<file path="src/rtl/mem_arbiter.sv">
// mem_arbiter
//   Shares one single-port, synchronous-read, write-first data memory between
//   an instruction-fetch requester (port 0, read-only) and a load/store
//   requester (port 1, read/write). Simultaneous requests are resolved
//   round-robin. A built-in sequencer zeroes the whole memory on command.
//   This block is the only driver of the memory's address, wf and w inputs.
//
// Ports
//   clk, rst           clock; asynchronous active-low reset
//   p0_req/p0_addr     port 0 read request (held until granted) and address
//   p0_gnt             port 0 accepted at the coming rising edge
//   p0_rvalid/p0_rdata port 0 read data, valid one cycle after the grant
//   p1_req/p1_we       port 1 request (held until granted), write(1)/read(0)
//   p1_addr/p1_wdata   port 1 address and write data
//   p1_gnt             port 1 accepted at the coming rising edge
//   p1_rvalid/p1_rdata port 1 read data, valid one cycle after a read grant
//   clr_req            pulse: start a whole-memory clear
//   clr_busy           clear in progress (exactly 2^M cycles)
//   clr_done           one-cycle pulse when the clear finishes
//   mem_address/wf/w   memory address, write flag and write value
//   mem_v              memory read value
module mem_arbiter #(
  parameter int N = 32,
  parameter int M = 16
) (
  input  logic         clk,
  input  logic         rst,
  input  logic         p0_req,
  input  logic [M-1:0] p0_addr,
  output logic         p0_gnt,
  output logic         p0_rvalid,
  output logic [N-1:0] p0_rdata,
  input  logic         p1_req,
  input  logic         p1_we,
  input  logic [M-1:0] p1_addr,
  input  logic [N-1:0] p1_wdata,
  output logic         p1_gnt,
  output logic         p1_rvalid,
  output logic [N-1:0] p1_rdata,
  input  logic         clr_req,
  output logic         clr_busy,
  output logic         clr_done,
  output logic [M-1:0] mem_address,
  output logic         mem_wf,
  output logic [N-1:0] mem_w,
  input  logic [N-1:0] mem_v
);

  typedef enum logic [0:0] {
    IDLE  = 1'b0,
    CLEAR = 1'b1
  } state_t;

  // True when the clear counter points at the final memory entry.
  function automatic logic is_last_addr(input logic [M-1:0] addr);
    return (addr == {M{1'b1}});
  endfunction

  state_t       state_r;
  state_t       state_next_s;
  logic         ptr_r;        // 0: port 0 wins the next tie, 1: port 1 wins
  logic         ptr_next_s;
  logic [M-1:0] cnt_r;
  logic [M-1:0] cnt_next_s;
  logic         gnt0_s;
  logic         gnt1_s;
  logic         p0_rvalid_r;
  logic         p1_rvalid_r;
  logic         clr_done_r;

  // Next-state, round-robin grant and clear-counter logic.
  always_comb begin
    state_next_s = state_r;
    ptr_next_s   = ptr_r;
    cnt_next_s   = cnt_r;
    gnt0_s       = 1'b0;
    gnt1_s       = 1'b0;
    case (state_r)
      IDLE: begin
        if (!rst) begin
          // Grants are held off while reset is asserted.
          state_next_s = IDLE;
        end else if (clr_req) begin
          // A clear command outranks both ports in the cycle it is seen.
          state_next_s = CLEAR;
          cnt_next_s   = {M{1'b0}};
        end else if (p0_req && p1_req) begin
          if (ptr_r == 1'b0) begin
            gnt0_s = 1'b1;
          end else begin
            gnt1_s = 1'b1;
          end
          // Only a contested grant hands priority to the other port.
          ptr_next_s = ~ptr_r;
        end else if (p0_req) begin
          gnt0_s = 1'b1;
        end else if (p1_req) begin
          gnt1_s = 1'b1;
        end else begin
          state_next_s = IDLE;
        end
      end
      CLEAR: begin
        cnt_next_s = cnt_r + {{(M-1){1'b0}}, 1'b1};
        if (is_last_addr(cnt_r)) begin
          state_next_s = IDLE;
        end else begin
          state_next_s = CLEAR;
        end
      end
      default: begin
        state_next_s = IDLE;
      end
    endcase
  end

  // Memory-side drive: clear writes, else the granted port, else all zero.
  always_comb begin
    mem_address = {M{1'b0}};
    mem_wf      = 1'b0;
    mem_w       = {N{1'b0}};
    if (state_r == CLEAR) begin
      mem_address = cnt_r;
      mem_wf      = 1'b1;
      mem_w       = {N{1'b0}};
    end else if (gnt0_s) begin
      mem_address = p0_addr;
      mem_wf      = 1'b0;
    end else if (gnt1_s) begin
      mem_address = p1_addr;
      mem_wf      = p1_we;
      mem_w       = p1_wdata;
    end else begin
      mem_address = {M{1'b0}};
    end
  end

  // State, priority pointer, clear counter and registered status flags.
  always_ff @(posedge clk or negedge rst) begin
    if (!rst) begin
      state_r     <= IDLE;
      ptr_r       <= 1'b0;
      cnt_r       <= {M{1'b0}};
      p0_rvalid_r <= 1'b0;
      p1_rvalid_r <= 1'b0;
      clr_done_r  <= 1'b0;
    end else begin
      state_r     <= state_next_s;
      ptr_r       <= ptr_next_s;
      cnt_r       <= cnt_next_s;
      // The memory returns data one cycle after the address is presented.
      p0_rvalid_r <= gnt0_s;
      p1_rvalid_r <= gnt1_s & ~p1_we;
      clr_done_r  <= (state_r == CLEAR) && is_last_addr(cnt_r);
    end
  end

  assign p0_gnt    = gnt0_s;
  assign p1_gnt    = gnt1_s;
  assign p0_rvalid = p0_rvalid_r;
  assign p1_rvalid = p1_rvalid_r;
  assign p0_rdata  = mem_v;
  assign p1_rdata  = mem_v;
  assign clr_busy  = (state_r == CLEAR);
  assign clr_done  = clr_done_r;

endmodule

</file>
<file path="config.mk">
export PLATFORM = sky130hd
export DESIGN_NAME = mem_arbiter
export DESIGN_NICKNAME = d
export VERILOG_FILES = /design/src/rtl/mem_arbiter.sv
export SDC_FILE = /design/constraint.sdc
export NUM_CORES = 1
export LEC_CHECK = 0
export ABC_AREA = 1
export ABC_CLOCK_PERIOD_IN_PS = 1660
export CAP_MARGIN = 20
export CELL_PAD_IN_SITES_DETAIL_PLACEMENT = 0
export CELL_PAD_IN_SITES_GLOBAL_PLACEMENT = 2
export CORE_MARGIN = 1.5
export CORE_UTILIZATION = 12
export CTS_CLUSTER_DIAMETER = 200
export DETAILED_ROUTE_END_ITERATION = 7
export HOLD_SLACK_MARGIN = 0.08
export MAX_ROUTING_LAYER = met4
export PLACE_DENSITY = 0.78
export SETUP_SLACK_MARGIN = 0.2
export SLEW_MARGIN = 5
export SYNTH_ARGS = -nofsm -noshare
export SYNTH_HDL_FRONTEND = slang
export SYNTH_SLANG_ARGS = --single-unit
</file>
<file path="constraint.sdc">
create_clock -name clk -period 1.66 [get_ports clk]
set_clock_uncertainty 0.15 [all_clocks]
set_input_delay 0.249 -clock clk [delete_from_list [all_inputs] [get_ports clk]]
set_output_delay 0.249 -clock clk [all_outputs]
set_load 0.01 [all_outputs]
</file>
==> run_results.csv <==
group,metric,value,unit
route,viasPerCell,3.59,
setup_path,critPathMaxFanout,3,
final_layout,diodes,0,
synth,ys_types,24,
synth,netlist_instances,351,
global_routing,antenna_found_initial,0,
power,p_total,2.80,mW
worst_hold_path,hold_path_class,"in -> reg",
clock_network,path_clk_slew,0.07,ns
floorplanning,start_util,12.4,%
route,vias,2483,
clock_network,cts_buffers,3,
clock_network,root_buffer,"clkbuf_16",
place,hpwl,6.60,mm
floorplanning,num_rows,48,
timing,finalCriticalPeriod,1.99,ns
setup_path,startpoint,"clr_busy",
final_layout,syn_to_final_growth,111,%
timing,rsz0062_at_grt,"yes",
outcome,violations,"setup timing",
place,gp_congestion,0.760,
synth,syn_area,0.00216,mm^2
global_routing,grt_pass1_vias,2568,
setup_path,crit_top_cell,"buf_6",
synth,synth-seq-area-share,24.4,%
clock_network,cts_tree,"done",
final_layout,nNetsFinal,570,
timing,setup_slack,-0.325,ns
worst_hold_path,worstHoldStart,"rst",
clock_network,clk_latency,0.26,ns
timing,slew_violations,0,
timing,worst_pin_slew,0.254,ns
power,ir_drop,350,uV
final_layout,final_common_cell,"nand2_1",
setup_path,reg2reg_slack,-0.01,ns
place,dp_slack,-0.942,ns
floorplanning,die_w,137,um
route,routedWlPerCell,12.4,um
setup_path,crit_chain,"clkinv_4 > nand2_4 > nor3b_4 > buf_6 > buf_6 > buf_6 > nand2_2 > nand3_2 > buf_6",
final_layout,final.fill_count,1873,
setup_path,crit_slowest_cell,"dfrtp_2",
timing,maxSlewHeadroom,83.1,%
global_routing,track_usage,8.73,%
route,drc_errors,0,
floorplanning,die_area,0.0188,mm^2
place,portBuffers,124,
power,power_density,615,mW/mm^2
clock_network,cts_buffer_depth,2,
final_layout,fin_area,0.00455,mm^2
setup_path,crit_required,1.26,ns
timing,max_freq,504,MHz
final_layout,drive_above_1_share,46.1,%
timing,finalSetupViolCount,67,
route,drt_wl_total,8.57,mm
setup_path,cpPeakStageDelay,0.43,ns
synth,syn-num-nets,454,
setup_path,worstSetupEndpointType,"output pin",
final_layout,fin_util,26.1,%
floorplanning,coreArea,0.0174,mm^2
global_routing,grt_max_degree,23,
synth,yosys_warnings,0,
run,max_cap_viol_count,0,
timing,whs,0.277,ns
timing,fin_crit_sh,120,%
final_layout,most-common-layout-cells,"nand2_1, buf_6, clkdlybuf4s50_1",
place,placed_cell_area,0.00374,mm^2
synth,avgSynthCellArea,6.14,um^2
power,power.leakage,2.22,nW
setup_path,cp-start-kind,"flop",
route,first_pass_iters,4,
setup_path,r2r-start,"clr_busy",
floorplanning,fp.dieH,137,um
global_routing,gr-usage-met3,2.11,%
route,drt_iter0_markers,35,
floorplanning,pin_count,221,
global_routing,grt_pass1_wl,12.3,mm
synth,synth_seq_cells,21,
timing,hold_viol,0,
setup_path,critPathKind,"reg -> out",
global_routing,globalRouteMet1Util,8.00,%
global_routing,grt_busiest_layer,"met2",
setup_path,cp_data_arrival_time,1.59,ns
outcome,status,"finished, violations left",
route,ant_nets,0,
clock_network,clkSinkCount,21,
global_routing,gr-total-overflow,0,
clock_network,h-tree-depth,1,
global_routing,grt_use_met2,18.0,%
-- sequential cells by signal, indices dropped and copies added, names as in the netlist --
register / cells
p0_rvalid: 1
p1_rvalid: 1
cnt_r: 16
clr_busy: 1
clr_done: 1
ptr_r: 1
-- layer usage --
layer / routed length (um) / share of wire (%) / vias to the layer above
met3: 831 / 9.7 / 7
met2: 4740 / 55 / 103
met1: 2930 / 34 / 1152
li1: - / - / 1221
met5: 0 / 0 / -
met4: 73 / 0.85 / 0
-- path summary, 6_finish.rpt --
kind / endpoint / cells past startpoint
worst max-delay path: mem_address[0] / 9
worst min-delay path: ptr_r / 5
worst max register to register: cnt_r[15] / 10
worst min register to register: cnt_r[4] / 1
max in group asynchronous: cnt_r[4] / 3
min in group asynchronous: clr_busy / 3
-- worst max-delay path: cells and delay by family, from the launching register on --
kind          cells  cell delay, ns
flops             1            0.43
simple gates      4            0.41
buf+inv           5            0.49
-- metrics by stage --
step	setup TNS [ns]	instances
3_5_place_dp	-48.67	661
2_1_floorplan	-0.303	351
3_3_place_gp	-45.60	661
6_report	-14.10	691
4_1_cts	-12.85	686
5_1_grt	-19.50	691
-- layout make-up --
class	instances	area, um^2	area share, %
well taps	225	282	6.19
multi-input cells	203	1440	31.6
inverters	55	214	4.70
clock buffers	3	75.1	1.65
repair buffers	183	2000	44.0
clock inverters	1	7.51	0.165
flip-flops and latches	21	528	11.6
-- cell usage after synthesis --
library cell | n | share of area, %
nand2_1 | 96 | 17
buf_4 | 65 | 23
inv_1 | 53 | 9.2
nor2_1 | 53 | 9.2
nand3_1 | 27 | 6.3
dfrtp_1 | 21 | 24
o21ai_0 | 8 | 1.9
a21oi_1 | 4 | 0.93
nand4_1 | 4 | 1.2
buf_2 | 3 | 0.70
buf_6 | 2 | 1.0
clkbuf_1 | 2 | 0.35
nor2_4 | 2 | 1.0
a22o_1 | 1 | 0.41
a22oi_1 | 1 | 0.35
a31oi_1 | 1 | 0.29
clkinv_2 | 1 | 0.23
ha_1 | 1 | 0.58
inv_2 | 1 | 0.17
nand2_4 | 1 | 0.52
nand3b_1 | 1 | 0.35
nor2_2 | 1 | 0.29
nor3b_4 | 1 | 0.87
xor2_1 | 1 | 0.41
-- timing repair --
item	in CTS	in global routing
pin swaps	13	8
endpoints found under the hold margin	21	21
cloned	2	1
setup buffers	19	3
resized for setup	337	46
setup endpoints to repair	73	69
-- report_power, final --
| part | total [mW] | internal (mW) | switching, mW |
|---|---|---|---|
| Combinational | 1.47 | 0.775 | 0.694 |
| Clock | 0.541 | 0.327 | 0.214 |
| Sequential | 0.789 | 0.638 | 0.151 |
| Total | 2.80 | 1.74 | 1.06 |
-- cells by family after synthesis --
logic type,share of synthesized area (%)
AND/OR/NAND/NOR,36.4
buffers and inverters,34.4
flip-flops,24.4
AO/OA/AOI/OAI,3.83
XOR/XNOR,0.406
adder cells (fa/ha/maj),0.580
Note: power is estimated with default switching activity, not from simulation.
==> edit: new RTL, config.mk and constraints unchanged <==
Change the parameter `N` from 32 to 64.
--- a/src/rtl/mem_arbiter.sv
+++ b/src/rtl/mem_arbiter.sv
@@ -20,7 +20,7 @@
 //   mem_address/wf/w   memory address, write flag and write value
 //   mem_v              memory read value
 module mem_arbiter #(
-  parameter int N = 32,
+  parameter int N = 64,
   parameter int M = 16
 ) (
   input  logic         clk,
Ports: changed (5 resized); port bits go from 221 to 381. No check against the original RTL was run, so the function may have changed too.
==> edit against the original RTL <==
The flow finishes with violations (negative hold slack, negative setup slack). Worst hold slack got worse by 0.35 ns. Highest routed layer unchanged. Sequential cell count unchanged. Power is 1.7% higher. Count of clock-buffer cells in the layout up 1. Sequential power is 2% higher. Worst setup slack worse by 0.014 ns. Design area grew 33%. Sequential share of layout area down 2.9 points. Wire length up 50%. Clock power shrank 1%. Largest power group unchanged. Area after synthesis increased by 57%. Synthesized cell count is 38% higher.
==> edit: results (changes against the original RTL) <==
GRT Overall Usage 0.08069 (-0.006578); initial antenna violation count 1 (+1); Inst Count DP 943 (+43%); Routed WL 12.87 mm (+50%); Seq/Total Area, Yosys 0.1556 (-0.08815); IO buf count 188 (+52%); layout net count 789 (+38%); failing checks negative hold slack, negative setup slack; Fin Setup TNS -23.87 ns (-9.773 ns); wire per inst 12.89 um (+3.9%); clock root buffer clkbuf_16; cell count after synthesis 484 (+38%); hold slack final -0.07317 ns (-0.3506 ns); synth cell count leaders buf_4, nand2_1, inv_1; Rows 61 (+27%); Via Count 3254 (+31%); max_slew headroom 0.8281 (-0.002730); Hold Path Class in -> async; crit path max fanout 5 (+2); first-pass GRT wire length 17.25 mm (+40%); H-tree Lvls 1 (unchanged); Reg with most FFs cnt_r; FILL cells 3058 (+63%); final-report hold violation count 21 (+21); share of layout cells above drive strength 1 0.4879 (+0.02655); Mapped Nets 651 (+43%); pre-CTS setup slack -0.9798 ns (-0.03752 ns); RePlAce Congestion 0.7831 (+3.1%); final setup violation count 99 (+48%); Synth area leaders buf_4, nor2_4, dfrtp_1, nand2_1, inv_1; peak supply drop 241.6 uV (-31%); status complete, but fails checks; HPWL Detailed 9.672 mm (+46%); First DRT Iteration DRCs 43 (+23%); Synth cell types 27 (+13%); Lkg Pwr 2.867 nW (+29%); Worst Slack Setup Final -0.3386 ns (-0.01356 ns); vias in the first global route 3009 (+17%); Sw Ratio 0.3732 (-0.005444)
edit: cell types whose count changed after synthesis, sizes merged:
cell	change
clkbuf	-1
nor2	+34
o21ai	-1
buf	+69
nand4	-1
inv	+33
nand2	-2
nand3	+1
nand3b	+1
edit: repair_timing:
action                                  CTS  global route
endpoints found under the setup margin  107           103
hold endpoints to repair                 21            21
cloned                                    1             3
pin swaps                                 8            15
buffers inserted                         28            20
gates resized for setup                 453            62
edit: worst paths after layout:
path,start,end,slack (ns),cells after the start
setup reg to reg,clr_busy,cnt_r[15],-0.17,11
hold reg to reg,cnt_r[8],cnt_r[8],0.38,2
min in group clk,mem_v[53],p0_rdata[53],0.35,0
max in group asynchronous,rst,clr_busy,1.22,2
setup / recovery,clr_busy,mem_address[8],-0.34,8
hold / removal,rst,cnt_r[6],-0.07,2
edit: critical path, stage by stage, from the launching register on:
cell     delay [ns]
dfrtp_2        0.45
inv_8          0.08
nand2_8        0.06
nor3b_4        0.25
buf_6          0.16
buf_8          0.13
nand2_2        0.05
nand3_2        0.06
buf_6          0.10
edit: metrics by stage:
stage                     instance area, sq um  hold WS (ns)  power [mW]    util
after global routing                      6062      -0.05156       3.040  0.2188
after floorplan                           3606       -0.1966       1.653       -
final                                     6062      -0.07317       2.848  0.2188
after global placement                    5105        0.3481       2.062  0.1843
after CTS                                 5748      -0.05739       2.764  0.2075
after detailed placement                  5105        0.3481       2.059  0.1843
edit: kinds of logic after synthesis:
family	share of synthesized area
AOI/OAI and AO/OA	0.02297
xor gates and xnor gates	0.002594
adders and majority gates	0.003704
buffers and inverters	0.4290
DFF	0.1556
and+or+nand+nor	0.3861
edit: power by group through the flow:
stage | registers (mW) | clock network (mW) | logic (mW)
floorplan | 0.756 | 0 | 0.897
global placement | 0.785 | 0 | 1.28
detailed placement | 0.779 | 0 | 1.28
CTS | 0.786 | 0.546 | 1.43
global route | 0.826 | 0.572 | 1.64
finish | 0.805 | 0.534 | 1.51
edit: routing by layer:
layer,vias up,track usage,share of wire
met4,0,0.01770,0.018
met5,-,-,0
met2,234,0.1347,0.48
met1,1433,0.08143,0.36
li1,1564,-,-
met3,23,0.04696,0.15
edit: cell type report:
type,instances,share of cell area
clock buffer,4,0.01300
inverter,88,0.05738
multi-input combinational,235,0.2933
sequential,21,0.08731
tap,378,0.07802
timing repair buffer,273,0.4710
